[src/rtl/read_data_router.sv]
// AXI read-data router: steers the granted slave's R beats to the owning
// master through a 2-entry FIFO and enforces the requested burst length.
module read_data_router #(
  parameter int DATA_W = 32
) (
  input  logic              clk,
  input  logic              rst,
  input  logic              ar_hs,
  input  logic              ar_slave,
  input  logic [7:0]        ar_id,
  input  logic [3:0]        ar_len,
  input  logic [7:0]        RID_S0,
  input  logic [DATA_W-1:0] RDATA_S0,
  input  logic [1:0]        RRESP_S0,
  input  logic              RLAST_S0,
  input  logic              RVALID_S0,
  output logic              RREADY_S0,
  input  logic [7:0]        RID_S1,
  input  logic [DATA_W-1:0] RDATA_S1,
  input  logic [1:0]        RRESP_S1,
  input  logic              RLAST_S1,
  input  logic              RVALID_S1,
  output logic              RREADY_S1,
  output logic [3:0]        RID_M0,
  output logic [DATA_W-1:0] RDATA_M0,
  output logic [1:0]        RRESP_M0,
  output logic              RLAST_M0,
  output logic              RVALID_M0,
  input  logic              RREADY_M0,
  output logic [3:0]        RID_M1,
  output logic [DATA_W-1:0] RDATA_M1,
  output logic [1:0]        RRESP_M1,
  output logic              RLAST_M1,
  output logic              RVALID_M1,
  input  logic              RREADY_M1,
  output logic              R_done_M0,
  output logic              R_done_M1,
  output logic              busy,
  output logic              len_err
);

  typedef enum logic [1:0] {
    IDLE,
    FILL,
    DRAIN,
    DONE
  } state_t;

  typedef struct packed {
    logic [3:0]        id;
    logic [DATA_W-1:0] data;
    logic [1:0]        resp;
    logic              last;
  } ent_t;

  state_t     state_q;
  logic       sel_s_q;
  logic       sel_m_q;
  logic [3:0] len_q;
  logic [3:0] cnt_q;
  logic       err_q;
  ent_t       buf_q [2];
  logic       wp_q;
  logic       rp_q;
  logic [1:0] occ_q;
  logic [1:0] occ_d;

  logic              full;
  logic              empty;
  logic              s_rdy;
  logic              s_vld;
  logic              s_last;
  logic [3:0]        s_id;
  logic [DATA_W-1:0] s_data;
  logic [1:0]        s_resp;
  logic              push;
  logic              pop;
  logic              last_int;
  logic              m_vld;
  logic              m_rdy;
  logic              m0_on;
  logic              m1_on;
  ent_t              head;

  logic unused;
  assign unused = ^{ar_id[3:0], RID_S0[7:4], RID_S1[7:4]};

  assign full     = occ_q[1];
  assign empty    = (occ_q == 2'd0);
  assign s_rdy    = (state_q == FILL) && !full;
  assign s_vld    = sel_s_q ? RVALID_S1 : RVALID_S0;
  assign s_last   = sel_s_q ? RLAST_S1 : RLAST_S0;
  assign s_id     = sel_s_q ? RID_S1[3:0] : RID_S0[3:0];
  assign s_data   = sel_s_q ? RDATA_S1 : RDATA_S0;
  assign s_resp   = sel_s_q ? RRESP_S1 : RRESP_S0;
  assign push     = s_rdy && s_vld;
  assign last_int = (cnt_q == len_q);

  assign head  = buf_q[rp_q];
  assign m_vld = busy && !empty;
  assign m_rdy = sel_m_q ? RREADY_M1 : RREADY_M0;
  assign pop   = m_vld && m_rdy;
  assign occ_d = occ_q + {1'b0, push} - {1'b0, pop};

  assign busy      = (state_q != IDLE);
  assign len_err   = err_q;
  assign RREADY_S0 = s_rdy && !sel_s_q;
  assign RREADY_S1 = s_rdy && sel_s_q;
  assign R_done_M0 = (state_q == DONE) && !sel_m_q;
  assign R_done_M1 = (state_q == DONE) && sel_m_q;

  // Every field is masked so an idle or unselected master sees all zeros.
  assign m0_on     = m_vld && !sel_m_q;
  assign m1_on     = m_vld && sel_m_q;
  assign RVALID_M0 = m0_on;
  assign RID_M0    = m0_on ? head.id : '0;
  assign RDATA_M0  = m0_on ? head.data : '0;
  assign RRESP_M0  = m0_on ? head.resp : '0;
  assign RLAST_M0  = m0_on && head.last;
  assign RVALID_M1 = m1_on;
  assign RID_M1    = m1_on ? head.id : '0;
  assign RDATA_M1  = m1_on ? head.data : '0;
  assign RRESP_M1  = m1_on ? head.resp : '0;
  assign RLAST_M1  = m1_on && head.last;

  always_ff @(posedge clk) begin
    if (rst) begin
      state_q <= IDLE;
      sel_s_q <= 1'b0;
      sel_m_q <= 1'b0;
      len_q   <= '0;
      cnt_q   <= '0;
      err_q   <= 1'b0;
      wp_q    <= 1'b0;
      rp_q    <= 1'b0;
      occ_q   <= '0;
    end else begin
      occ_q <= occ_d;
      if (push) wp_q <= ~wp_q;
      if (pop) rp_q <= ~rp_q;
      unique case (state_q)
        IDLE: begin
          if (ar_hs) begin
            sel_s_q <= ar_slave;
            sel_m_q <= (ar_id[7:4] == 4'd1);
            len_q   <= ar_len;
            cnt_q   <= '0;
            state_q <= FILL;
          end
        end
        FILL: begin
          if (push) begin
            if (s_last != last_int) err_q <= 1'b1;
            // Counter parks at len so it never wraps.
            if (last_int) state_q <= DRAIN;
            else cnt_q <= cnt_q + 4'd1;
          end
        end
        DRAIN: begin
          if (pop && head.last) state_q <= DONE;
        end
        DONE: state_q <= IDLE;
        default: state_q <= IDLE;
      endcase
    end
  end

  always_ff @(posedge clk) begin
    if (push) begin
      buf_q[wp_q] <= '{id: s_id, data: s_data, resp: s_resp, last: last_int};
    end
  end

endmodule

[config.mk]
export PLATFORM = sky130hd
export DESIGN_NAME = read_data_router
export DESIGN_NICKNAME = d
export VERILOG_FILES = /design/src/rtl/read_data_router.sv
export SDC_FILE = /design/constraint.sdc
export NUM_CORES = 1
export LEC_CHECK = 0
export CAP_MARGIN = 20
export CORE_ASPECT_RATIO = 1.75
export CORE_UTILIZATION = 46
export CTS_CLUSTER_DIAMETER = 60
export CTS_CLUSTER_SIZE = 40
export DETAILED_ROUTE_END_ITERATION = 12
export PLACE_DENSITY = 0.85
export SLEW_MARGIN = 15
export SYNTH_ARGS = -nofsm -noshare
export SYNTH_HDL_FRONTEND = slang
export SYNTH_SLANG_ARGS = --single-unit
[constraint.sdc]
create_clock -name clk -period 6.8 [get_ports clk]
set_clock_uncertainty 0.2 [all_clocks]
set_input_delay 0.68 -clock clk [delete_from_list [all_inputs] [get_ports clk]]
set_output_delay 0.68 -clock clk [all_outputs]
set_load 0.02 [all_outputs]
==> results.md, run 1 <==
- Synthesized cell area: around 4600 sq um
- Drt total wl: around 11 mm
- Initial antenna violation count: 0
- Final worst path period need: 3540 ps
- Clk pin slew, worst setup/hold paths: 70 ps
- Count leader, synth: nor2_1
- R2R depth: 3
- Leak: 0.00232 uW
- DR pass1 iterations: 4
- Critical path class: reg -> out
- Post-cts sizing count: 0
- CTS tree: yes
- Final Hold Viols: 0
- Crit path DAT: 2660 ps
- RePlAce Congestion: between 0.8 and 0.9
- R2R Setup Slk: around 3800 ps
- Final ANT Viol Nets: 0
- Most used DFF post-synth: edfxtp_1
- Synthesis warning total: 0
- Fin Setup TNS: 0 ps
- Unrepaired setup endpoints after global routing: false
- Worst hold path type: reg -> reg
- Grt total ovfl: 0
- Startpoint class of the critical path: flip-flop
- Clock buffer depth: 2
- Peak Freq: 283 MHz
- DR WL/cell: 16.3 um
- Post-place setup slack: around 3600 ps
- Status: finished, final reports clean
- Reg-to-Reg End: buf_q[1][13]$_DFFE_PP_
- Port buffer count: 179
- Via count: between 3000 and 4000
- Site Rows: 47
- Worst relative slew slack: 0.268
- Clock insertion delay at the later pin of the skew report: between 300 and 400 ps
- Mapped Cells: around 380
- EDFF count, synth: 78
- Synth top area share: 0.511
- HP Start: len_q[3]$_SDFFE_PP0P_
- Clock Sinks: 96
- Fillcell total: about 700
- Die width: approximately 77 um
- Postcts setup bufs: 0
- Async set-or-reset flop fraction in the synthesized netlist: 0
- Synth unique cells: 40
- Yosys top cell by area: edfxtp_1
- Seq. cell area: between 2000 and 3000 sq um
- Initial Utilization: 0.478
- Area Overhead vs Synth: 48.5%
- Total CTS buffers: 9
- H-Tree Depth: 3
- GRT Overall Usage: 0.218
- Post-DP HPWL: between 8 and 9 mm
- Via density: 5.15
- Syn_area_per_cell: ~12 sq um
- Crit end category: primary output
- I/O pins: between 150 and 200
- Crit path required time: about 5900 ps
- Largest net degree at the start of global routing: 44
- Hold Path Sink: len_q[3]$_SDFFE_PP0P_
- Die Height: between 100 and 150 um
- Multi-input logic area: between 1500 and 2000 sq um
- Period utilisation layout: 0.520
- Iter 0 DRT Violations: 174
- PD cells: 274 nW/um^2
- Worst slew pin tran: about 1100 ps
- Remaining DRCs: 0
- Vias in the first global route: between 3000 and 4000
- Mapped Nets: approximately 500
- First-pass GRT wire length: ~17 mm
- Hold buffer count at CTS: 0
- Max-slew violation count: 0
- Root buf cell: clkbuf_16
- Layout cells sized above 1: 0.127
- Die Footprint: between 10000 and 15000 sq um
- Final worst setup slack: approximately 3300 ps
- Top cells by area, synth: edfxtp_1, mux2i_1, mux2_2
- Sequential cell area fraction in the yosys report: 0.590
- Core footprint: roughly 9600 sq um
- Max cap viols: 0
- Origin of the critical flop-to-flop path: sel_s_q$_SDFFE_PP0P_
- Hold path cells: 2
- Most frequent cells after synthesis: nor2_1, edfxtp_1, mux2i_1
- Final setup viols: 0
- Post-synthesis register bit count: 96
- Net count, final: 660
- Ant. Diodes: 0
- Worst vdd ir: roughly 0.20 mV
- Worst-path maximum fanout: 39
## layer usage
| layer | global-route usage | share of wire | vias to the layer above |
|---|---|---|---|
| met1 | 0.212 | 0.35 | 1648 |
| met5 | 0 | 0 | - |
| met3 | 0.0354 | 0.043 | 27 |
| met2 | 0.426 | 0.57 | 133 |
| met4 | 0.116 | 0.035 | 0 |
| li1 | - | - | 1663 |
## stage by stage
stage | area (sq um) | power (uW) | std cells | hold WS [ps] | utilization
after global routing | 6810 | 1950 | 674 | 302 | 0.710
after detailed placement | 6460 | 1340 | 657 | 263 | 0.674
after floorplan | 4580 | 1120 | 376 | 250 | -
after global placement | 6460 | 1320 | 657 | 257 | 0.674
final | 6810 | 1870 | 674 | 275 | 0.710
after CTS | 6780 | 1870 | 673 | 275 | 0.707
## how the worst max path moves through the flow
stage,startpoint,end,slack (ps),cells after the start
floorplan,state_q[1]$_SDFFE_PP0P_,buf_q[0][0]$_DFFE_PP_,3430,7
global placement,state_q[0]$_SDFFE_PP0P_,RRESP_M0[0],3700,8
detailed placement,state_q[0]$_SDFFE_PP0P_,RDATA_M0[20],3610,8
CTS,state_q[0]$_SDFFE_PP0P_,RDATA_M0[20],3240,8
global route,state_q[0]$_SDFFE_PP0P_,RDATA_M0[28],3100,8
finish,state_q[0]$_SDFFE_PP0P_,RRESP_M0[1],3260,8
## cell type report
class	count	share of cell area
sequential	96	0.397
multi-input combinational	247	0.256
timing repair buffer	183	0.271
clock inverter	7	0.0140
inverter	10	0.00588
tap	122	0.0224
clock buffer	9	0.0331
## flip-flops by register name, summed over array words and instances, names as in the netlist, named ones only
name     flops
buf_q       78
cnt_q        4
len_err      1
len_q        4
occ_q        2
rp_q         1
sel_m_q      1
sel_s_q      1
state_q      2
wp_q         1
## power breakdown
group	switching, uW	internal (uW)	leakage (uW)
sequential	50.5	730	0.000854
combinational	297	259	0.00132
clock	207	322	0.000146
## worst max-delay path, stage by stage, from the launching register on
cell and delay [ps]:
dfxtp_1 390, inv_1 90, ha_1 330, inv_2 110
o21ai_1 90, or2_1 230, buf_4 260, nor2_1 170
clkdlybuf4s50_1 630
## kinds of logic (layout without fill, tap and decap cells)
family | after synthesis | count (layout) | synth area share
simple gates | 130 | 130 | 0.126
flops | 96 | 96 | 0.590
compound gates | 18 | 18 | 0.0224
xor+xnor | 9 | 9 | 0.0172
fa+ha+maj | 7 | 7 | 0.0191
mux | 83 | 83 | 0.194
buf+inv | 33 | 209 | 0.0314
## cell usage in the layout, fill, tap and decap left out, drive strengths merged, types with 2 or more instances in the layout
master,Yosys,routed
mux2i,43,43
nand2,9,9
a21oi,9,9
nand3,8,8
dfxtp,18,18
mux2,40,40
bufinv,0,2
clkinvlp,0,3
inv,10,11
nor4,2,2
and2,2,2
edfxtp,78,78
clkbuf,15,9
buf,8,4
ha,7,7
nand3b,2,2
xnor2,8,8
and3,2,2
nand2b,6,6
o21ai,5,5
nor2b,3,3
clkdlybuf4s50,0,179
nor2,90,90
No activity file was read; power rests on OpenSTA's default activity.
==> run 2, diff against run 1 <==
--- a/config.mk
+++ b/config.mk
@@ -7,11 +7,11 @@
 export LEC_CHECK = 0
 export CAP_MARGIN = 20
 export CORE_ASPECT_RATIO = 1.75
-export CORE_UTILIZATION = 46
+export CORE_UTILIZATION = 39
 export CTS_CLUSTER_DIAMETER = 60
 export CTS_CLUSTER_SIZE = 40
 export DETAILED_ROUTE_END_ITERATION = 12
-export PLACE_DENSITY = 0.85
+export PLACE_DENSITY = 0.77
 export SLEW_MARGIN = 15
 export SYNTH_ARGS = -nofsm -noshare
 export SYNTH_HDL_FRONTEND = slang
==> constraint.sdc (replaced) <==
create_clock -name clk -period 3.03 [get_ports clk]
set_clock_uncertainty 0.2 [all_clocks]
set_input_delay 0.303 -clock clk [delete_from_list [all_inputs] [get_ports clk]]
set_output_delay 0.303 -clock clk [all_outputs]
set_load 0.02 [all_outputs]
==> run 2 against run 1 <==
Against the previous run:
- the flow now finishes with violations (DRC)
- power is 110% higher
- via count is 0.49% lower
- worst hold slack lost 6.1 ps
- largest power group unchanged
- first-iteration DRC count is 3.4% lower
- sequential share of layout area down 0.53 points
- critical path type unchanged
- highest routed layer unchanged
- count of clock-buffer cells in the layout did not move
- clock power increased by 87%
- critical endpoint is now RVALID_M0
- sequential power grew 120%
- critical path depth is the same
- global-route usage fell by 3.6 points
- cell area rose by 1.4%
==> results.md, run 2 (synthesized netlist as in run 1, its figures left out) <==
- Critical path class: reg -> out
- Site Rows: 52 (+11%)
- Status: complete, but fails checks
- Failing checks: DRC
- Leak: 0.00303 uW (+31%)
- Crit end category: primary output
- Total CTS buffers: 9 (unchanged)
- Crit path DAT: 2380 ps (-280 ps)
- Fin Setup TNS: 0 ps (unchanged)
- Drt total wl: 11.1 mm (+1.1%)
- Seq. cell area: 2710 sq um (unchanged)
- DR WL/cell: 16.0 um (-1.7%)
- Area Overhead vs Synth: 50.5%
- Final Hold Viols: 0 (unchanged)
- GRT Overall Usage: 0.182 (-0.0361)
- Fin area: 6900 sq um (+1.4%)
- Via count: 3454 (-0.49%)
- Largest regs: buf_q (78), cnt_q (4), len_q (4)
- Worst relative slew slack: 0.611 (+0.343)
- Root buf cell: clkbuf_16
- Crit path required time: 2530 ps (-3390 ps)
- Remaining DRCs: 22 (+22)
- Initial antenna violation count: 0 (unchanged)
- DR pass1 iterations: 9 (+5)
- Vias in the first global route: 3609 (+0.42%)
- Core footprint: 11500 sq um (+20%)
- Peak Freq: ~350 MHz
- Unrepaired setup endpoints after global routing: false
- Clock insertion delay at the later pin of the skew report: 330 ps (about the same)
- Startpoint class of the critical path: flip-flop
- Clk pin slew, worst setup/hold paths: 60 ps (about the same)
- Initial Utilization: 0.398 (-0.0802)
- Final worst path period need: just under 3000 ps
- Hold buffer count at CTS: 0 (unchanged)
- PD cells: 577 nW/um^2 (+110%)
- Placement Cell Area: 6540 sq um (+1.3%)
- Worst hold path type: reg -> reg
- Layout cells sized above 1: 0.134 (+0.00760)
- Commonest non-fill, non-tap cells in the layout: clkdlybuf4s50_1, nor2_1, edfxtp_1, mux2i_1
- Clock Sinks: 96 (unchanged)
- Net count, final: 666 (+0.91%)
- Largest net degree at the start of global routing: 43 (-2.3%)
- Worst slew pin tran: 583 ps (-514 ps)
- Port buffer count: 179 (unchanged)
- Max cap viols: 0 (unchanged)
- Post-cts sizing count: 0 (unchanged)
- Max reg flops: 78 (unchanged)
- Clock buffer depth: 2 (unchanged)
- Multi-input logic area: 1750 sq um (unchanged)
- Iter 0 DRT Violations: 168 (-3.4%)
- Post-place setup slack: 381 ps (-3230 ps)
- H-Tree Depth: 3 (unchanged)
- Worst-path maximum fanout: 39 (unchanged)
- Grt total ovfl: 0 (unchanged)
- Die Height: 145 um (+8.5%)
- First-pass GRT wire length: 17.2 mm (+0.49%)
- Final worst setup slack: 148 ps (-3110 ps)
- I/O pins: 192 (unchanged)
- Postcts setup bufs: 0 (unchanged)
- Die Footprint: 12200 sq um (+18%)
- Most common cell after layout, fill and taps aside: clkdlybuf4s50_1
- Fillcell total: 898 (+31%)
- Ant. Diodes: 0 (unchanged)
- Period utilisation layout: 0.951
- Biggest register: buf_q
- Post-DP HPWL: 8.08 mm (+0.69%)
- Die width: 83.9 um (+8.4%)
- Final ANT Viol Nets: 0 (unchanged)
- Final setup viols: 0 (unchanged)
- Max-slew violation count: 0 (unchanged)
- CTS tree: yes
- Worst vdd ir: 0.363 mV (+81%)
- Via density: 4.98 (-3.2%)
- RePlAce Congestion: 0.832 (-4.4%)
run 2: cell type report:
| type | instances | area share |
|---|---|---|
| multi-input cells | 247 | 0.253 |
| flip-flops and latches | 96 | 0.392 |
| clock buffers | 9 | 0.0327 |
| clock inverters | 7 | 0.00562 |
| repair buffers | 189 | 0.286 |
| well taps | 135 | 0.0245 |
| inverters | 10 | 0.00580 |
run 2: layer usage:
layer | vias up | part of all wire | track usage
met3 | 24 | 0.033 | 0.0250
met2 | 100 | 0.59 | 0.368
met1 | 1659 | 0.34 | 0.172
met4 | 0 | 0.029 | 0.0914
li1 | 1671 | - | -
met5 | - | 0 | 0
run 2: final timing paths:
check	startpoint	cells past startpoint	to	slack (ps)
min reg2reg	len_q[3]$_SDFFE_PP0P_	2	len_q[3]$_SDFFE_PP0P_	270
max	state_q[0]$_SDFFE_PP0P_	8	RVALID_M0	150
max reg2reg	state_q[1]$_SDFFE_PP0P_	11	occ_q[1]$_SDFF_PP0_	530
min	len_q[3]$_SDFFE_PP0P_	2	len_q[3]$_SDFFE_PP0P_	270
run 2: per-stage QoR:
stage | hold WS [ps] | cells | total power [uW] | util
2_1_floorplan | 250 | 376 | 2520 | -
3_3_place_gp | 258 | 677 | 3010 | 0.568
3_5_place_dp | 264 | 677 | 3050 | 0.568
4_1_cts | 273 | 693 | 4040 | 0.591
5_1_grt | 298 | 693 | 4170 | 0.599
6_report | 269 | 693 | 3980 | 0.599
run 2: report_power, final:
part | internal, uW | total, uW | switching, uW
clock | 547 | 988 | 442
sequential | 1640 | 1700 | 63.3
combinational | 574 | 1290 | 716
total | 2760 | 3980 | 1220
run 2: worst max-delay path, cell delays in order (launching register included):
cell	delay, ps
dfxtp_1	380
inv_1	90
ha_1	220
inv_2	80
o21ai_1	90
or2_1	230
buf_4	250
inv_2	80
clkdlybuf4s50_1	590
